## config.mk

```make
export PLATFORM = sky130hd
export DESIGN_NAME = alu_op_sequencer
export DESIGN_NICKNAME = d
export VERILOG_FILES = /design/src/rtl/alu_pkg.sv /design/src/rtl/alu_flag_gen.sv /design/src/rtl/alu_op_sequencer.sv
export SDC_FILE = /design/constraint.sdc
export NUM_CORES = 1
export LEC_CHECK = 0
export ABC_AREA = 1
export BUFFER_PORTS_ARGS = -buffer_cell sky130_fd_sc_hd__buf_2
export CAP_MARGIN = 20
export CORE_MARGIN = 2
export CORE_UTILIZATION = 45
export CTS_CLUSTER_SIZE = 40
export DETAILED_ROUTE_END_ITERATION = 8
export HOLD_SLACK_MARGIN = 0.05
export PLACE_DENSITY = 0.8
export SLEW_MARGIN = 20
export SYNTH_ARGS = -nofsm -noshare
export SYNTH_HDL_FRONTEND = slang
export SYNTH_SLANG_ARGS = --single-unit
```

## constraint.sdc

```tcl
create_clock -name clk -period 4.3 [get_ports clk]
set_clock_uncertainty 0.1 [all_clocks]
set_input_delay 1.075 -clock clk [delete_from_list [all_inputs] [get_ports clk]]
set_output_delay 1.075 -clock clk [all_outputs]
set_load 0.01 [all_outputs]
```

## src/rtl/alu_pkg.sv

```systemverilog
// Shared ALU definitions: datapath widths, opsel encodings and sequencer states.
package alu_pkg;
   localparam int DWIDTH = 32;
   localparam int OPSELW = 3;

   localparam logic [OPSELW-1:0] ALU_ADD = 3'd0;
   localparam logic [OPSELW-1:0] ALU_SUB = 3'd1;
   localparam logic [OPSELW-1:0] ALU_AND = 3'd2;
   localparam logic [OPSELW-1:0] ALU_OR  = 3'd3;
   localparam logic [OPSELW-1:0] ALU_XOR = 3'd4;

   typedef enum logic [1:0] {IDLE, EXEC, RESP} seq_state_t;
endpackage

```

## src/rtl/alu_flag_gen.sv

```systemverilog
// Derives carry/zero/sign flags from a raw ALU result.
module alu_flag_gen #(
   parameter int DWIDTH = 32
) (
   input  logic [DWIDTH-1:0] result,
   input  logic              cout,
   output logic              c,
   output logic              z,
   output logic              s
);
   assign c = cout;
   assign z = (result == '0);
   assign s = result[DWIDTH-1];
endmodule

```

## src/rtl/alu_op_sequencer.sv

```systemverilog
// Issue stage for the bit-sliced ALU: one request in, one EXEC cycle, response held
// until accepted. A carry register lets add/sub chains span multiple requests.
module alu_op_sequencer
   import alu_pkg::*;
#(
   parameter int DWIDTH = alu_pkg::DWIDTH,
   parameter int OPSELW = alu_pkg::OPSELW
) (
   input  logic              clk,
   input  logic              rst,
   input  logic              req_valid,
   output logic              req_ready,
   input  logic [DWIDTH-1:0] req_op1,
   input  logic [DWIDTH-1:0] req_op2,
   input  logic [OPSELW-1:0] req_opsel,
   input  logic              req_mode,
   input  logic              req_chain,
   input  logic              req_cin,
   output logic [DWIDTH-1:0] alu_op1,
   output logic [DWIDTH-1:0] alu_op2,
   output logic [OPSELW-1:0] alu_opsel,
   output logic              alu_mode,
   output logic              alu_cin,
   input  logic [DWIDTH-1:0] alu_result,
   input  logic              alu_cout,
   output logic              rsp_valid,
   input  logic              rsp_ready,
   output logic [DWIDTH-1:0] rsp_result,
   output logic              rsp_c,
   output logic              rsp_z,
   output logic              rsp_s
);
   seq_state_t state, state_nxt;
   logic       carry_q;
   logic       flag_c, flag_z, flag_s;

   alu_flag_gen #(.DWIDTH(DWIDTH)) u_flags (
      .result (alu_result),
      .cout   (alu_cout),
      .c      (flag_c),
      .z      (flag_z),
      .s      (flag_s)
   );

   always_ff @(posedge clk or posedge rst) begin
      if (rst) state <= IDLE;
      else     state <= state_nxt;
   end

   always_comb begin
      state_nxt = state;
      req_ready = 1'b0;
      rsp_valid = 1'b0;
      case (state)
         IDLE: begin
            req_ready = 1'b1;
            if (req_valid) state_nxt = EXEC;
         end
         EXEC: state_nxt = RESP;
         RESP: begin
            rsp_valid = 1'b1;
            if (rsp_ready) state_nxt = IDLE;
         end
         default: state_nxt = IDLE;
      endcase
   end

   // alu_* stay at the last issued op outside EXEC; only the EXEC cycle is meaningful.
   always_ff @(posedge clk or posedge rst) begin
      if (rst) begin
         alu_op1    <= '0;
         alu_op2    <= '0;
         alu_opsel  <= '0;
         alu_mode   <= 1'b0;
         alu_cin    <= 1'b0;
         carry_q    <= 1'b0;
         rsp_result <= '0;
         rsp_c      <= 1'b0;
         rsp_z      <= 1'b0;
         rsp_s      <= 1'b0;
      end else begin
         if (state == IDLE && req_valid) begin
            alu_op1   <= req_op1;
            alu_op2   <= req_op2;
            alu_opsel <= req_opsel;
            alu_mode  <= req_mode;
            alu_cin   <= req_chain ? carry_q : req_cin;
         end
         if (state == EXEC) begin
            rsp_result <= alu_result;
            rsp_c      <= flag_c;
            rsp_z      <= flag_z;
            rsp_s      <= flag_s;
            carry_q    <= alu_cout;
         end
      end
   end
endmodule
```

==> results.toml <==
[clock_network]
cts_resized = 0
clock-sinks = 105
hold_buffers = 0
htreeDepth = 3
numCtsBuffers = 9
clk_path_buf_depth = 2
clk_latency_ns = 0.34
cts_root_buf = "clkbuf_8"
clk_pin_slew_ns = 0.09
post_cts_buffers = 0
cts_tree = "yes"

[synthesis]
syn_avg_cell_area_um2 = 8.75
ys_top_cells_by_area = "dfrtp_1 64%, nand2_1 24%, o21ai_0 3.4%"
syn_nets = 577
synth-seq-cells = 105
synth_top_cell_by_area = "dfrtp_1"
syn-instance-count = 470
yosys.area_share.adder_pct = 0
synth_edf_count = 0
synth_warnings = 0
synth-main-ff-cell = "dfrtp_1"
ys_async_sr_fraction_pct = 100
synth.distinct_cells = 16
synth-simple-area-share_pct = 26.4
ys_seq_area_share_pct = 63.9
synthXorXnorAreaFrac_pct = 0
synth_top_cell_area_share_pct = 63.9
synth_top_family_by_area = "simple AND/OR/NAND/NOR gates"
yosysMostFrequentCell = "nand2_1"
synth-compound-area-share_pct = 3.62
synth_commonest_cells = "265 x nand2_1, 105 x dfrtp_1, 29 x inv_1"
synthMuxAreaShare_pct = 0
netlist_area_mm2 = 0.00411

[timing]
max_freq_mhz = 435
tightest_slew_ns = 0.787
tns_ns = 0
setup_viol = 0
hold_violations = 0
relSlewSlack_pct = 47.4
worst_slack_ns = 2.00
finalCritPeriodShare_pct = 53.4
final_max_slew_viol_count = 0
worst_hold_slack_ns = 0.376
rsz0062_at_grt = "no"
fin_crit_ns = 2.30

[setup_path]
crit_type = "flop to output port"
cpPeakStageDelay_ns = 0.42
crit_chain = "inv_1 -> nand2_1 -> inv_1 -> buf_2"
critPathSlowestCell = "dfrtp_1"
crit_top_cell = "inv_1"
cp_top_family = "flip-flops"
start_kind = "flop"
crit_fanout = 2
critical_path_required_ns = 3.12
cp_data_arrival_time_ns = 1.12
endpoint_kind = "output port"
critPathBufInv = 3

[placed_design]
dp_slack_ns = 1.86
gp_congestion = 0.839
placed_area_mm2 = 0.00519
dp_hpwl_mm = 7.61
io_buffers = 212

[grt]
grt.total_usage_pct = 20.9
grt_pass1_vias = 3620
antenna_found_initial = 0
grt_pass1_wl_mm = 16.6
gr-total-overflow = 0
grt_max_degree = 87

[finish]
diodes = 0
ff_latch_area_mm2 = 0.00263
final_area_mm2 = 0.00541
fill_cells = 791
drive_gt1_share_pct = 34.9
multiInputGateArea_mm2 = 0.00123
area_delta_synth_final_pct = 31.6
nNetsFinal = 781

[detailed_routing]
wl_per_cell_um = 13.3
via_count = 3664
post_drt_via_cell_ratio = 4.66
ant_nets = 0
drc = 0
drt_iter0_drc = 99
finalWirelength_mm = 10.5
drtPass1Iterations = 5

[power]
p_sw_uw = 1540
p_clk_share_pct = 16.2
power.internal_uw = 2330
p_seq_share_pct = 44.3
p_per_area_mw_per_mm2 = 716
comb_power_share_pct = 39.5
ir_drop_uv = 305
p_sw_share_pct = 39.8
power.leakage_uw = 0.00326

[floorplan]
fp.coreArea_mm2 = 0.00881
rows = 34
chipWidth_um = 99.6
fp.dieH_um = 99.6
die_area_mm2 = 0.00992
initial_core_util_pct = 46.7
io_pins = 213

[run_status]
outcome = "complete, no violations"

[worst_hold_path]
hold_class = "flop to flop"

[run]
drv_cap = 0
==> sequential cells by signal (all words and copies together) (netlist names) <==
signal / count
alu_cin: 1
alu_opsel: 3
rsp_result: 32
alu_mode: 1
alu_op1: 32
rsp_z: 1
alu_op2: 32
state: 2
carry_q: 1
==> layer usage <==
metal  global-route usage [%]  wire length [um]  vias to the layer above
met5                        0                 0                        -
met4                     10.0               333                        0
met3                     3.37               526                       28
met2                     36.2              5320                      141
met1                     25.5              4280                     1680
li1                         -                 -                     1815
==> final timing paths <==
check                                   start        endpoint  slack (ns)  cells after the start
worst max-delay path                 state[0]       rsp_valid        2.00                      4
worst min-delay path            rsp_result[2]   rsp_result[2]        0.38                      2
worst max register to register       state[0]  rsp_result[12]        2.46                      4
worst min register to register  rsp_result[2]   rsp_result[2]        0.38                      2
max in group asynchronous                 rst      alu_op2[1]        2.53                      3
min in group asynchronous                 rst      alu_op2[3]        0.74                      2
==> worst min-delay path: cells and delay by family, from the launching register on <==
kind | cells | cell delay [ns]
AND/OR/NAND/NOR | 2 | 0.10
flip-flops | 1 | 0.35
==> per-stage QoR <==
step           power [uW]  instances  utilization (%)
3_3_place_gp         3210        770             59.0
3_5_place_dp         3270        770             59.0
4_1_cts              3900        786             61.2
5_1_grt              4180        787             61.5
2_1_floorplan        2600        470                -
6_report             3870        787             61.5
==> layout by cell type (no fill, tap or decap), drive strengths merged <==
cell type and n:
nand2 266, buf 215, dfrtp 105, inv 34, o21ai 29, nor2 12, clkbuf 10, nand4 3
nand3 2, clkinvlp 1, clkinv 1, bufinv 1
==> cells by family (layout without fill, tap and decap cells) <==
kind of cell | Yosys count | count (layout)
buffers and inverters | 53 | 262
flip-flops | 105 | 105
AND/OR/NAND/NOR | 283 | 283
AO/OA/AOI/OAI | 29 | 29
==> power groups by stage <==
stage | Sequential [uW] | Combinational, uW | Clock, uW
5_1_grt | 1770 | 1720 | 686
3_5_place_dp | 1730 | 1550 | 0
6_report | 1720 | 1530 | 626
3_3_place_gp | 1720 | 1500 | 0
2_1_floorplan | 1940 | 666 | 0
4_1_cts | 1720 | 1550 | 639
==> final cells by class <==
class / instances / area share [%]
Clock buffer: 10 / 2.36
Tap cell: 108 / 2.50
Clock inverter: 6 / 1.34
Multi-Input combinational cell: 312 / 22.8
Sequential cell: 105 / 48.5
Timing Repair Buffer: 215 / 20.2
Inverter: 31 / 2.24
Note: power is estimated with default switching activity, not from simulation.
